--- src/rtl/snn_pkg.sv ---
// Shared sizing and types for the spike delay line.
// The channel count and delay width are fixed here; DEPTH follows from DLY_W.
package snn_pkg;

    localparam int unsigned NUM_IN = 8;
    localparam int unsigned DLY_W  = 3;
    localparam int unsigned DEPTH  = 2 ** DLY_W;
    localparam int unsigned ADDR_W = $clog2(NUM_IN);

    typedef logic [NUM_IN-1:0] spike_vec_t;
    typedef logic [DLY_W-1:0]  delay_t;

endpackage

--- src/rtl/snn_delay_tap.sv ---
// One channel of the delay line.
// Holds the spike history, the delay register and the registered tap output.
module snn_delay_tap
    import snn_pkg::*;
(
    input  logic   clk_i,
    input  logic   rst_i,
    input  logic   step_i,
    input  logic   spike_i,
    input  logic   dly_we_i,
    input  delay_t dly_i,
    output logic   spike_o
);

    logic [DEPTH-1:0] history_d, history_q;
    delay_t           delay_d, delay_q;
    logic             out_d, out_q;

    always_comb begin
        history_d = history_q;
        out_d     = out_q;
        delay_d   = delay_q;
        if (step_i) begin
            history_d = {history_q[DEPTH-2:0], spike_i};
            // Tap the post-shift history with the old delay, so delay 0 returns the new spike
            // and a delay written on the same edge only applies from the next step.
            out_d     = history_d[delay_q];
        end
        if (dly_we_i) begin
            delay_d = dly_i;
        end
    end

    always_ff @(posedge clk_i) begin
        if (rst_i) begin
            history_q <= '0;
            delay_q   <= '0;
            out_q     <= 1'b0;
        end else begin
            history_q <= history_d;
            delay_q   <= delay_d;
            out_q     <= out_d;
        end
    end

    assign spike_o = out_q;

endmodule

--- src/rtl/snn_spike_delay_line.sv ---
// Per-channel programmable axonal delay between the spike inputs and the neuron layer.
// Decodes config writes, drives the output valid strobe and instantiates one tap per channel.
module snn_spike_delay_line
    import snn_pkg::*;
(
    input  logic              clk,
    input  logic              rst,
    input  logic              step,
    input  spike_vec_t        spikes_in,
    input  logic              cfg_valid,
    input  logic [ADDR_W-1:0] cfg_addr,
    input  delay_t            cfg_delay,
    output logic              cfg_ready,
    output spike_vec_t        spikes_out,
    output logic              spikes_out_valid
);

    logic       cfg_ready_d, cfg_ready_q;
    logic       valid_d, valid_q;
    logic       cfg_fire;
    spike_vec_t dly_we;

    always_comb begin
        cfg_ready_d = 1'b1;
        valid_d     = step;
        cfg_fire    = cfg_valid && cfg_ready_q;
    end

    always_ff @(posedge clk) begin
        if (rst) begin
            cfg_ready_q <= 1'b0;
            valid_q     <= 1'b0;
        end else begin
            cfg_ready_q <= cfg_ready_d;
            valid_q     <= valid_d;
        end
    end

    assign cfg_ready        = cfg_ready_q;
    assign spikes_out_valid = valid_q;

    // Out-of-range addresses match no channel, so such writes are accepted and dropped.
    for (genvar i = 0; i < NUM_IN; i++) begin : g_tap
        assign dly_we[i] = cfg_fire && (cfg_addr == ADDR_W'(i));

        snn_delay_tap u_tap (
            .clk_i    (clk),
            .rst_i    (rst),
            .step_i   (step),
            .spike_i  (spikes_in[i]),
            .dly_we_i (dly_we[i]),
            .dly_i    (cfg_delay),
            .spike_o  (spikes_out[i])
        );
    end

endmodule

--- config.mk ---
export PLATFORM = sky130hd
export DESIGN_NAME = snn_spike_delay_line
export DESIGN_NICKNAME = d
export VERILOG_FILES = /design/src/rtl/snn_pkg.sv /design/src/rtl/snn_delay_tap.sv /design/src/rtl/snn_spike_delay_line.sv
export SDC_FILE = /design/constraint.sdc
export NUM_CORES = 1
export LEC_CHECK = 0
export ABC_AREA = 1
export ABC_CLOCK_PERIOD_IN_PS = 2100
export CELL_PAD_IN_SITES_DETAIL_PLACEMENT = 0
export CELL_PAD_IN_SITES_GLOBAL_PLACEMENT = 1
export CORE_MARGIN = 4
export CORE_UTILIZATION = 49
export DETAILED_ROUTE_END_ITERATION = 7
export DONT_BUFFER_PORTS = 1
export PLACE_DENSITY_LB_ADDON = 0.05
export SKIP_CTS_REPAIR_TIMING = 1
export SYNTH_ARGS = -nofsm -noshare
export SYNTH_HDL_FRONTEND = slang
export SYNTH_SLANG_ARGS = --single-unit
--- constraint.sdc ---
create_clock -name clk -period 2.1 [get_ports clk]
set_clock_uncertainty 0.2 [all_clocks]
set_input_delay 0.42 -clock clk [delete_from_list [all_inputs] [get_ports clk]]
set_output_delay 0.42 -clock clk [all_outputs]
set_load 0.005 [all_outputs]
# Word-level counts from Yosys, hierarchy flattened
# Index checks and enable logic that the tools add are counted.
# Widths: inputs -> output; s select.
[classes] magnitude_cmp=8 eq_ne=7 n_mux=17 reduce_logical=10
[op_table] op="$lt 3x4->1 const B" count=8
[op_table] op="$bmux 1 s3" count=8
[op_table] op="$eq 3x3->1 const B" count=4
[op_table] op="$logic_and 1x1->1" count=9
[op_table] op="$mux 1" count=9
[op_table] op="$eq 3x2->1 const B" count=2
[op_table] op="$eq 3x1->1 const B" count=1
[op_table] op="$logic_not 3->1" count=1
[totals] reg_bits=90 in_bits=18 output_inout_bits=10

# Logic depth before layout (Yosys ltp)
[depth] depth_word=2 ltp_mapped=6

# Hierarchy
# A second synthesis with hierarchy kept.
[unflattened] cells_unflattened=526 area_unflattened_um2=3781.1
[by_module_without_submodules] module="snn_delay_tap" instances=8 cells_each=63 area_each_um2=457.9 seq_area_each_um2=220.2
[by_module_without_submodules] module="snn_spike_delay_line" instances=1 cells_each=22 area_each_um2=117.6 seq_area_each_um2=40.0

# Worst setup path before layout
# No wires, ideal clock.
[synth_path] path_type="input -> register" startpoint="input cfg_valid" endpoint="register g_tap[5].u_tap.delay_q[0]" setup_ps=120 t_arrival_ps=972 required_time_ps=1780 setup_slack_ps=807 stages=5 path_cell_list="nand2_1 -> nor2_4 -> nand2_1 -> o21ai_1 -> a21oi_1"
[synth_via] elab_chain_cells=2
[synth_lines] element="start, declared" line_no="snn_spike_delay_line.sv:10" source="input logic cfg_valid,"
[synth_lines] element="$logic_and 1x1->1" line_no="snn_spike_delay_line.sv:26" source="cfg_fire = cfg_valid && cfg_ready_q;"
[synth_lines] element="$logic_and 1x1->1" line_no="snn_spike_delay_line.sv:44" source="assign dly_we[i] = cfg_fire && (cfg_addr == ADDR_W'(i));"
[synth_lines] element="end signal, assigned" line_no="snn_delay_tap.sv:41" source="delay_q <= delay_d;"
[synth_lines] element="end, declared" line_no="snn_delay_tap.sv:16" source="delay_t delay_d, delay_q;"
# No other way between the ends.
# A chain may end at the register's enable or synchronous reset.

# Worst setup path in the final report
[layout_path] startpoint="input rst" endpoint="register valid_q, in the netlist spikes_out_valid"
[layout_lines] element="start, declared" line_no="snn_spike_delay_line.sv:7" source="input logic rst,"
[layout_lines] element="end signal, assigned" line_no="snn_spike_delay_line.sv:35" source="valid_q <= valid_d;"
[layout_lines] element="end, declared" line_no="snn_spike_delay_line.sv:19" source="logic valid_d, valid_q;"
# No word-level cell between the ends.

==> flow_metrics.py <==
metrics = {
    "place": {
        "dp.cells": 597,
        "port_buffers": 0,
        "dp_hpwl_um": 4755,
        "postPlaceCellArea_sq_mm": 0.003772,
        "place_congestion": 0.8190,
    },
    "floorplan": {
        "start_util_pct": 51.58,
        "row_count": 31,
        "die_area_sq_mm": 0.009275,
        "core_area_sq_mm": 0.007408,
        "die_w_um": 96.31,
        "die_h_um": 96.31,
        "io-pin-count": 28,
    },
    "timing": {
        "hold_violations": 0,
        "worst_slew_margin_rel_pct": 74.18,
        "clock.fmax_mhz": 643.8,
        "grt_setup_unrepaired": "false",
        "tightest_slew_ps": 387.2,
        "period_minus_slack_ps": 1553,
        "drv_slew": 0,
        "whs_ps": 22.39,
        "tns_ps": 0,
        "finalSetupViolCount": 0,
        "period_share_pct": 73.96,
    },
    "synthesis": {
        "yosys.cell_types.count": 17,
        "synthCells": 527,
        "syn_avg_cell_area_sq_um": 7.251,
        "yosysSeqAreaShare_pct": 47.15,
        "synth_seq_cells": 90,
        "yosys_warnings": 0,
        "synth_fp_nets": 545,
        "syn-cell-area_sq_mm": 0.003821,
    },
    "worst_setup_path": {
        "cp_top_family": "buffers and inverters",
        "path_buf_inv": 2,
        "required_ps": 2140,
        "cpMostUsedCell": "dlygate4sd3_1",
        "cp_slowest_stage_delay_ps": 570,
        "cp_max_fo": 2,
        "crit_type": "in -> reg",
        "critPathLaunchType": "input port",
        "slowest_stage": "dlygate4sd3_1",
        "crit_arrival_ps": 1590,
        "crit_path_cell_trace": "dlygate4sd3_1, nor2_1, dlygate4sd3_1",
        "end_kind": "register",
    },
    "final_layout": {
        "synthToLayoutAreaGrowth_pct": 5.697,
        "final_cell_mix": "90 x inv_1, 90 x dfxtp_1, 88 x a21oi_1, 83 x o21ai_0, 81 x nand2_1",
        "layout.cells.non_filler": 615,
        "fin_nets": 530,
        "drive_gt1_share_pct": 4.457,
        "diodes": 0,
        "final_area_sq_mm": 0.004039,
    },
    "clocking": {
        "cts_tree": "done",
        "clk_pin_slew_worst_paths_ps": 90,
        "clk_latency_ps": 350,
        "cts_root_buffer": "clkbuf_8",
        "clockBufferDepth": 2,
        "cts_buffers": 9,
        "numClockSinks": 90,
        "cts.htree.levels": 3,
    },
    "route": {
        "top_layer": "met4",
        "met1Wirelength_um": 3845,
        "wirelength_um": 7732,
        "dr_wl_met2_um": 3617,
        "drt_pre_antenna_iters": 5,
        "num_vias": 3151,
        "viasPerCell": 5.124,
        "drc": 0,
        "wl_per_cell_um": 12.57,
        "drt_iter0_drc": 144,
        "ant_nets": 0,
        "dr_wl_met3_um": 236,
    },
    "global_routing": {
        "grt_pass1_vias": 2826,
        "grt-ovfl-total": 0,
        "grt_pass1_wl_um": 12620,
        "grt_max_degree": 130,
        "antenna_found_initial": 0,
        "track_usage_pct": 17.35,
    },
    "power": {
        "peakVddDrop_v": 0.0005460,
        "p_leak_uw": 0.001653,
        "p_per_area_mw_per_mm2": 843.8,
        "fin_total_pwr_uw": 3408,
    },
    "min_path": {
        "hp-class": "in -> reg",
    },
    "run": {
        "maxCapViolCount": 0,
    },
    "outcome": {
        "outcome": "complete, no violations",
    },
}
## sequential cells by signal, summed over array words and instances, names as in the netlist
register and flops:
g_tap.u_tap.history_q 56, g_tap.u_tap.delay_q 24, g_tap.u_tap.spike_o 8, cfg_ready 1
spikes_out_valid 1
## cell usage after synthesis (all sizes together)
master	instances	area share [%]
nand2	84	8.4
clkbuf	9	0.98
nor2	6	0.98
nand3b	2	0.39
a21oi	88	12
nand3	47	6.2
buf	22	3.9
dfxtp	90	47
inv	92	9.0
o21ai	87	11
## area by class of cell
type,count,area [sq um]
Inverter,92,345.3
Fill cell,730,3369
Sequential cell,90,1802
Clock buffer,13,158.9
Tap cell,99,123.9
Clock inverter,2,60.06
Multi-Input combinational cell,314,1486
Timing Repair Buffer,5,62.56
## power by group
group	switching, uW	internal, uW
clock	560	731
combinational	170	100
sequential	47.3	1800
total	778	2630
## cell families (layout without fill, tap and decap cells)
kind of cell           Yosys count  after routing  share of synthesized area (%)
flip-flops                      90             90                          47.15
buffers and inverters          123            112                          13.95
AND/OR/NAND/NOR                139            139                          15.98
AO/OA/AOI/OAI                  175            175                          22.92
## per-stage QoR
| step | setup WS, ps | util (%) |
|---|---|---|
| floorplan | 807.5 | - |
| global route | 498.0 | 54.52 |
| global placement | 701.4 | 50.92 |
| detailed placement | 645.7 | 50.92 |
| CTS | 698.6 | 53.88 |
| finish | 546.8 | 54.52 |
## per-layer routing
metal | up-vias | track usage (%)
li1 | 1672 | -
met1 | 1445 | 21.58
met2 | 32 | 28.69
met3 | 2 | 6.177
met4 | 0 | 4.206
met5 | - | 0
## path summary, 6_finish.rpt
check / from / endpoint / slack (ps) / depth (start not counted)
setup / recovery: rst / spikes_out_valid / 550 / 3
hold / removal: spikes_in[1] / g_tap[1].u_tap.history_q[0] / 20 / 2
setup reg to reg: cfg_ready / g_tap[5].u_tap.delay_q[0] / 720 / 5
hold reg to reg: g_tap[2].u_tap.history_q[2] / g_tap[2].u_tap.history_q[3] / 270 / 2
Power figures use the tool's default switching activity.
